`src/rtl/coretest_host_if.sv`:
```
// coretest_host_if: request/response and byte-link signals of coretest_host
interface coretest_host_if;
    logic        req_valid;
    logic        req_ready;
    logic        req_we;
    logic [15:0] req_address;
    logic [31:0] req_write_data;
    logic        rsp_valid;
    logic [31:0] rsp_read_data;
    logic        rsp_error;
    logic        tx_syn;
    logic [7:0]  tx_data;
    logic        tx_ack;
    logic        rx_syn;
    logic [7:0]  rx_data;
    logic        rx_ack;
    modport master (
        output req_valid, req_we, req_address, req_write_data, tx_ack, rx_syn, rx_data,
        input  req_ready, rsp_valid, rsp_read_data, rsp_error, tx_syn, tx_data, rx_ack
    );
    modport slave (
        input  req_valid, req_we, req_address, req_write_data, tx_ack, rx_syn, rx_data,
        output req_ready, rsp_valid, rsp_read_data, rsp_error, tx_syn, tx_data, rx_ack
    );
endinterface

```
`src/rtl/coretest_host.sv`:
```
// coretest_host: coretest byte-protocol initiator; CORETEST_HOST_TIMEOUT_EN enables the response watchdog
module coretest_host #(
    parameter int unsigned TIMEOUT_CYCLES = 1000000
) (
    input logic            clk,
    input logic            reset,
    coretest_host_if.slave bus
);
    typedef enum logic [1:0] {IDLE, TX, RX, DONE} state_t;
    state_t      state, state_next;
    logic        we;
    logic [15:0] addr;
    logic [31:0] wdata;
    logic [3:0]  tx_idx, rx_idx, rx_len;
    logic [7:0]  rx_code, cmd_byte, data_byte;
    logic [31:0] rd_shift;
    logic        tx_fire, tx_last, rx_fire, rx_last, byte_err, timeout;

    // state register
    always_ff @(posedge clk) begin
        if (reset) state <= IDLE;
        else state <= state_next;
    end

    // next state and link/handshake outputs
    always_comb begin
        state_next = state;
        tx_fire = state == TX && bus.tx_ack;
        rx_fire = state == RX && bus.rx_syn;
        case (state)
            IDLE:    if (bus.req_valid) state_next = TX;
            TX:      if (tx_fire && tx_last) state_next = RX;
            RX:      if ((rx_fire && rx_last) || timeout) state_next = DONE;
            default: state_next = IDLE;
        endcase
        bus.req_ready = state == IDLE;
        bus.tx_syn = state == TX;
        bus.tx_data = state == TX ? cmd_byte : 8'h00;
        bus.rx_ack = state == RX || state == IDLE;
        bus.rsp_valid = state == DONE;
    end

    // command frame byte selected by the transmit index
    always_comb begin
        tx_last = tx_idx == (we ? 4'd8 : 4'd4);
        data_byte = tx_idx[1:0] == 2'd0 ? wdata[31:24] :
                    tx_idx[1:0] == 2'd1 ? wdata[23:16] :
                    tx_idx[1:0] == 2'd2 ? wdata[15:8] : wdata[7:0];
        cmd_byte = tx_idx == 4'd0 ? 8'h55 :
                   tx_idx == 4'd1 ? {7'h08, we} :
                   tx_idx == 4'd2 ? addr[15:8] :
                   tx_idx == 4'd3 ? addr[7:0] :
                   tx_last ? 8'hAA : data_byte;
    end

    // per-byte response checks; rx_last marks the byte that ends the frame
    always_comb begin
        byte_err = 1'b0;
        rx_last = 1'b0;
        if (rx_idx == 4'd0) begin
            byte_err = bus.rx_data != 8'hAA;
            rx_last = byte_err;
        end else if (rx_idx == 4'd1) begin
            byte_err = bus.rx_data != (we ? 8'h7E : 8'h7F);
            rx_last = !(bus.rx_data inside {8'h7F, 8'h7E, 8'hFE});
        end else if (rx_idx == rx_len - 4'd1) begin
            byte_err = bus.rx_data != 8'h55;
            rx_last = 1'b1;
        end else if (rx_code != 8'hFE && rx_idx == 4'd2) begin
            byte_err = bus.rx_data != addr[15:8];
        end else if (rx_code != 8'hFE && rx_idx == 4'd3) begin
            byte_err = bus.rx_data != addr[7:0];
        end
    end

`ifdef CORETEST_HOST_TIMEOUT_EN
    logic [31:0] wd;
    // watchdog counts silent RX cycles and restarts on every received byte
    always_ff @(posedge clk) begin
        if (reset || state != RX || rx_fire) wd <= '0;
        else wd <= wd + 32'd1;
    end
    assign timeout = state == RX && !rx_fire && wd == 32'(TIMEOUT_CYCLES - 1);
`else
    assign timeout = 1'b0;
`endif

    // request latch, frame counters and response capture
    always_ff @(posedge clk) begin
        if (reset) begin
            we <= 1'b0;
            addr <= '0;
            wdata <= '0;
            tx_idx <= '0;
            rx_idx <= '0;
            rx_len <= 4'd4;
            rx_code <= '0;
            rd_shift <= '0;
            bus.rsp_read_data <= '0;
            bus.rsp_error <= 1'b0;
        end else begin
            if (state == IDLE && bus.req_valid) begin
                we <= bus.req_we;
                addr <= bus.req_address;
                wdata <= bus.req_write_data;
                tx_idx <= '0;
                rx_idx <= '0;
                bus.rsp_read_data <= '0;
                bus.rsp_error <= 1'b0;
            end
            if (tx_fire) tx_idx <= tx_idx + 4'd1;
            if (rx_fire) begin
                rx_idx <= rx_idx + 4'd1;
                rd_shift <= {rd_shift[23:0], bus.rx_data};
                if (rx_idx == 4'd1) begin
                    rx_code <= bus.rx_data;
                    rx_len <= bus.rx_data == 8'h7F ? 4'd9 : bus.rx_data == 8'h7E ? 4'd5 : 4'd4;
                end
                if (byte_err) bus.rsp_error <= 1'b1;
                if (rx_last && !we && rx_code == 8'h7F && !bus.rsp_error && !byte_err)
                    bus.rsp_read_data <= rd_shift;
            end
            if (timeout) bus.rsp_error <= 1'b1;
        end
    end
endmodule

```
`src/flat_wrapper.sv`:
```
// flat-port wrapper written by rule: the top's interface ports become plain ports
module coretest_host_flat 
#(
    parameter int unsigned TIMEOUT_CYCLES = 1000000
)
  (clk, reset, bus_req_valid, bus_req_we, bus_req_address, bus_req_write_data, bus_tx_ack, bus_rx_syn, bus_rx_data, bus_req_ready, bus_rsp_valid, bus_rsp_read_data, bus_rsp_error, bus_tx_syn, bus_tx_data, bus_rx_ack);
  coretest_host_if bus_i ();
  input logic clk;
  input logic reset;
  input wire logic [$bits(bus_i.req_valid)-1:0] bus_req_valid;
  input wire logic [$bits(bus_i.req_we)-1:0] bus_req_we;
  input wire logic [$bits(bus_i.req_address)-1:0] bus_req_address;
  input wire logic [$bits(bus_i.req_write_data)-1:0] bus_req_write_data;
  input wire logic [$bits(bus_i.tx_ack)-1:0] bus_tx_ack;
  input wire logic [$bits(bus_i.rx_syn)-1:0] bus_rx_syn;
  input wire logic [$bits(bus_i.rx_data)-1:0] bus_rx_data;
  output wire logic [$bits(bus_i.req_ready)-1:0] bus_req_ready;
  output wire logic [$bits(bus_i.rsp_valid)-1:0] bus_rsp_valid;
  output wire logic [$bits(bus_i.rsp_read_data)-1:0] bus_rsp_read_data;
  output wire logic [$bits(bus_i.rsp_error)-1:0] bus_rsp_error;
  output wire logic [$bits(bus_i.tx_syn)-1:0] bus_tx_syn;
  output wire logic [$bits(bus_i.tx_data)-1:0] bus_tx_data;
  output wire logic [$bits(bus_i.rx_ack)-1:0] bus_rx_ack;
  assign bus_i.req_valid = bus_req_valid;
  assign bus_i.req_we = bus_req_we;
  assign bus_i.req_address = bus_req_address;
  assign bus_i.req_write_data = bus_req_write_data;
  assign bus_i.tx_ack = bus_tx_ack;
  assign bus_i.rx_syn = bus_rx_syn;
  assign bus_i.rx_data = bus_rx_data;
  assign bus_req_ready = bus_i.req_ready;
  assign bus_rsp_valid = bus_i.rsp_valid;
  assign bus_rsp_read_data = bus_i.rsp_read_data;
  assign bus_rsp_error = bus_i.rsp_error;
  assign bus_tx_syn = bus_i.tx_syn;
  assign bus_tx_data = bus_i.tx_data;
  assign bus_rx_ack = bus_i.rx_ack;
  coretest_host #(.TIMEOUT_CYCLES(TIMEOUT_CYCLES)) u_core (.clk(clk), .reset(reset), .bus(bus_i));
endmodule
```
`config.mk`:
```
export PLATFORM = sky130hd
export DESIGN_NAME = coretest_host_flat
export DESIGN_NICKNAME = d
export VERILOG_FILES = /design/src/rtl/coretest_host_if.sv /design/src/rtl/coretest_host.sv /design/src/flat_wrapper.sv
export SDC_FILE = /design/constraint.sdc
export NUM_CORES = 1
export LEC_CHECK = 0
export ABC_AREA = 1
export BUFFER_PORTS_ARGS = -buffer_cell sky130_fd_sc_hd__buf_2
export CAP_MARGIN = 20
export CELL_PAD_IN_SITES_DETAIL_PLACEMENT = 1
export CELL_PAD_IN_SITES_GLOBAL_PLACEMENT = 2
export CORE_UTILIZATION = 33
export DETAILED_ROUTE_END_ITERATION = 16
export GPL_TIMING_DRIVEN = 0
export PLACE_DENSITY = 0.95
export SLEW_MARGIN = 20
export SYNTH_ARGS = -nofsm -noshare
export SYNTH_HDL_FRONTEND = slang
export SYNTH_SLANG_ARGS = --single-unit
```
`constraint.sdc`:
```
create_clock -name clk -period 4.2 [get_ports clk]
set_clock_uncertainty 0.1 [all_clocks]
set_input_delay 0.63 -clock clk [delete_from_list [all_inputs] [get_ports clk]]
set_output_delay 0.63 -clock clk [all_outputs]
set_load 0.05 [all_outputs]
```
==> flow_metrics.env <==
export IMPL_period_needed_ns=3.67
export IMPL_avgViaCountPerCell=4.89
export IMPL_ant_nets=0
export IMPL_num_rows=50
export IMPL_cts_tree="done"
export IMPL_grt_pass1_wl_um=32100
export IMPL_grt_use_met3=0.0407
export IMPL_synth_edf_count=0
export IMPL_tightest_slew_ns=0.647
export IMPL_antenna_found_initial=0
export IMPL_reg2reg_from="u_core.state[0]"
export IMPL_fmax_ghz=0.272
export IMPL_outcome="finished clean"
export IMPL_die_area_um2=19600
export IMPL_setup_violations=0
export IMPL_fp_dieW_um=140
export IMPL_ios=107
export IMPL_async_flop_share=0
export IMPL_first_pass_iters=4
export IMPL_via_count=6258
export IMPL_cpMaxStageDelayCell="clkbuf_1"
export IMPL_n_antenna_cell=0
export IMPL_drc=0
export IMPL_clockBufferDepth=2
export IMPL_grt_pass1_vias=6176
export IMPL_synth_flop_cell="dfxtp_1"
export IMPL_portBuffers=101
export IMPL_syn_nets=987
export IMPL_fin_ws_ns=0.529
export IMPL_netlist_area_um2=6280
export IMPL_maxCapViolations=0
export IMPL_place_ws_ns=1.06
export IMPL_ys_ff_latch=135
export IMPL_grt_ovfl_total=0
export IMPL_timing_final_crit_share=0.874
export IMPL_drt_wl_total_um=20300
export IMPL_placed_area_um2=7080
export IMPL_total_power_mw=4.43
export IMPL_cts_setup_buffers=0
export IMPL_cp_top_family="buffers and inverters"
export IMPL_area_delta_synth_final_pct=22.7
export IMPL_initial_utilization=0.336
export IMPL_place_hpwl_um=15400
export IMPL_ys_types=38
export IMPL_critPathRequiredTime_ns=3.47
export IMPL_cts_root_buf="clkbuf_16"
export IMPL_yosysSeqAreaShare=0.430
export IMPL_worstHoldPathType="reg -> reg"
export IMPL_critPathMaxFanout=10
export IMPL_wire_per_inst_um=15.9
export IMPL_final_common_cell="nand2_1"
export IMPL_die_y_um=140
export IMPL_cellPowerDensity_nw_per_um2=575
export IMPL_grt_max_degree=17
export IMPL_final_nets=1107
export IMPL_ys_warnings_count=0
export IMPL_postCtsResizedCells=0
export IMPL_met2_usage=0.347
export IMPL_path_cells="inv_1, ha_1, clkbuf_1, inv_1, nand3_1, o21ai_0, nand2_1, o21ai_0, o211ai_1, o211ai_1, a21oi_1, buf_2"
export IMPL_cts_buffers=17
export IMPL_use_met1=0.285
export IMPL_syn_inst=912
export IMPL_slew_viol_final=0
export IMPL_finalHoldViolCount=0
export IMPL_cp_arrival_ns=2.94
export IMPL_cts_sinks=135
export IMPL_cp_end_kind="output pin"
export IMPL_drt_initial_drc_count=245
export IMPL_ctsHoldBuffers=0
export IMPL_track_usage=0.212
export IMPL_ir_worst_vdd_v=0.000303
export IMPL_final_layout_size_suffix_gt1_frac=0.149
export IMPL_power_leakage_nw=3.52
export IMPL_rsz0062_at_grt="false"
export IMPL_crit_start="u_core.tx_idx[1]"
export IMPL_cp_start_kind="flop"
export IMPL_path_buf_inv=4
export IMPL_min_delay_start="u_core.rx_code[2]"
export IMPL_avgSynthCellArea_um2=6.89
export IMPL_coreArea_um2=18700
export IMPL_clkTransAtPathRegs_ns=0.07
export IMPL_htree_levels=4
export IMPL_gp_congestion=0.834
export IMPL_busiest_layer="met2"
export IMPL_insertion_delay_ns=0.43
export IMPL_fin_setup_tns_ns=0
export IMPL_critPathMaxStageDelay_ns=0.39
export IMPL_worstSetupPathType="reg -> out"
export IMPL_slew_headroom=0.568
export IMPL_final_area_um2=7710
export IMPL_mostFrequentLayoutCells="nand2_1, nor2_1, dfxtp_1"
[kinds of logic after synthesis]
| group | Yosys count | share of synthesized area |
|---|---|---|
| simple gates | 412 | 0.265 |
| compound gates | 203 | 0.174 |
| buf+inv | 140 | 0.0917 |
| flops | 135 | 0.430 |
| fa+ha+maj | 13 | 0.0259 |
| xor+xnor | 9 | 0.0126 |
[report_power, final]
part | internal (mW) | switching, mW
combinational | 0.345 | 0.843
sequential | 1.49 | 0.150
clock | 0.990 | 0.611
total | 2.82 | 1.60
[cell usage after synthesis (3+ instances only)]
| master | count | area, µm² |
|---|---|---|
| nor3_1 | 3 | 15.0 |
| xnor2_1 | 7 | 61.3 |
| ha_1 | 13 | 163 |
| a21oi_1 | 77 | 385 |
| o22ai_1 | 6 | 37.5 |
| o21ai_0 | 100 | 500 |
| nand2_1 | 201 | 754 |
| clkbuf_1 | 38 | 143 |
| a31oi_1 | 3 | 18.8 |
| inv_1 | 82 | 308 |
| nor2_1 | 160 | 601 |
| buf_6 | 5 | 56.3 |
| o211ai_1 | 3 | 22.5 |
| nand3_1 | 21 | 105 |
| dfxtp_1 | 135 | 2700 |
| buf_2 | 6 | 30.0 |
| nand4_1 | 18 | 113 |
| a211oi_1 | 7 | 52.6 |
| clkinv_1 | 3 | 11.3 |
[worst reg2reg max path, cell delays in order, from the launching register on]
cell and delay, ns:
dfxtp_1 0.38, inv_1 0.08, ha_1 0.24, nand2_1 0.50, clkbuf_1 0.50, clkbuf_1 0.44, nand3_1 0.14, a21oi_1 0.16
[routing by layer]
metal | up-vias | share of wire
met5 | - | 0
met4 | 0 | 0.012
met3 | 18 | 0.037
met2 | 101 | 0.46
met1 | 2966 | 0.49
li1 | 3173 | -
[layout make-up]
class,instances,area [µm²]
clock buffer,20,467
inverter,87,327
multi-input combinational,637,3000
tap,234,293
buffer,53,249
timing repair buffer,101,505
fill,2454,11000
clock inverter,12,161
sequential,135,2700
[flip-flops by register name, summed over array words and instances (netlist names)]
signal	count
u_core.bus.rsp_read_data	32
u_core.rd_shift	32
u_core.wdata	32
u_core.addr	16
u_core.rx_code	8
u_core.rx_idx	4
u_core.tx_idx	4
u_core.rx_len	3
u_core.state	2
u_core.bus.rsp_error	1
u_core.we	1
[path summary, 6_finish.rpt]
check,end,slack [ns],cells past startpoint
setup / recovery,bus_tx_data[2],0.53,12
hold / removal,u_core.rx_code[2],0.36,2
setup reg to reg,u_core.rx_idx[1],1.58,7
hold reg to reg,u_core.rx_code[2],0.36,2
[through the flow]
step / hold WS, ns / cells / utilization
3_3_place_gp: 0.342 / 1247 / 0.378
5_1_grt: 0.375 / 1279 / 0.412
2_1_floorplan: 0.325 / 912 / -
3_5_place_dp: 0.349 / 1247 / 0.378
4_1_cts: 0.349 / 1279 / 0.412
6_report: 0.358 / 1279 / 0.412
No activity file was read; power rests on OpenSTA's default activity.
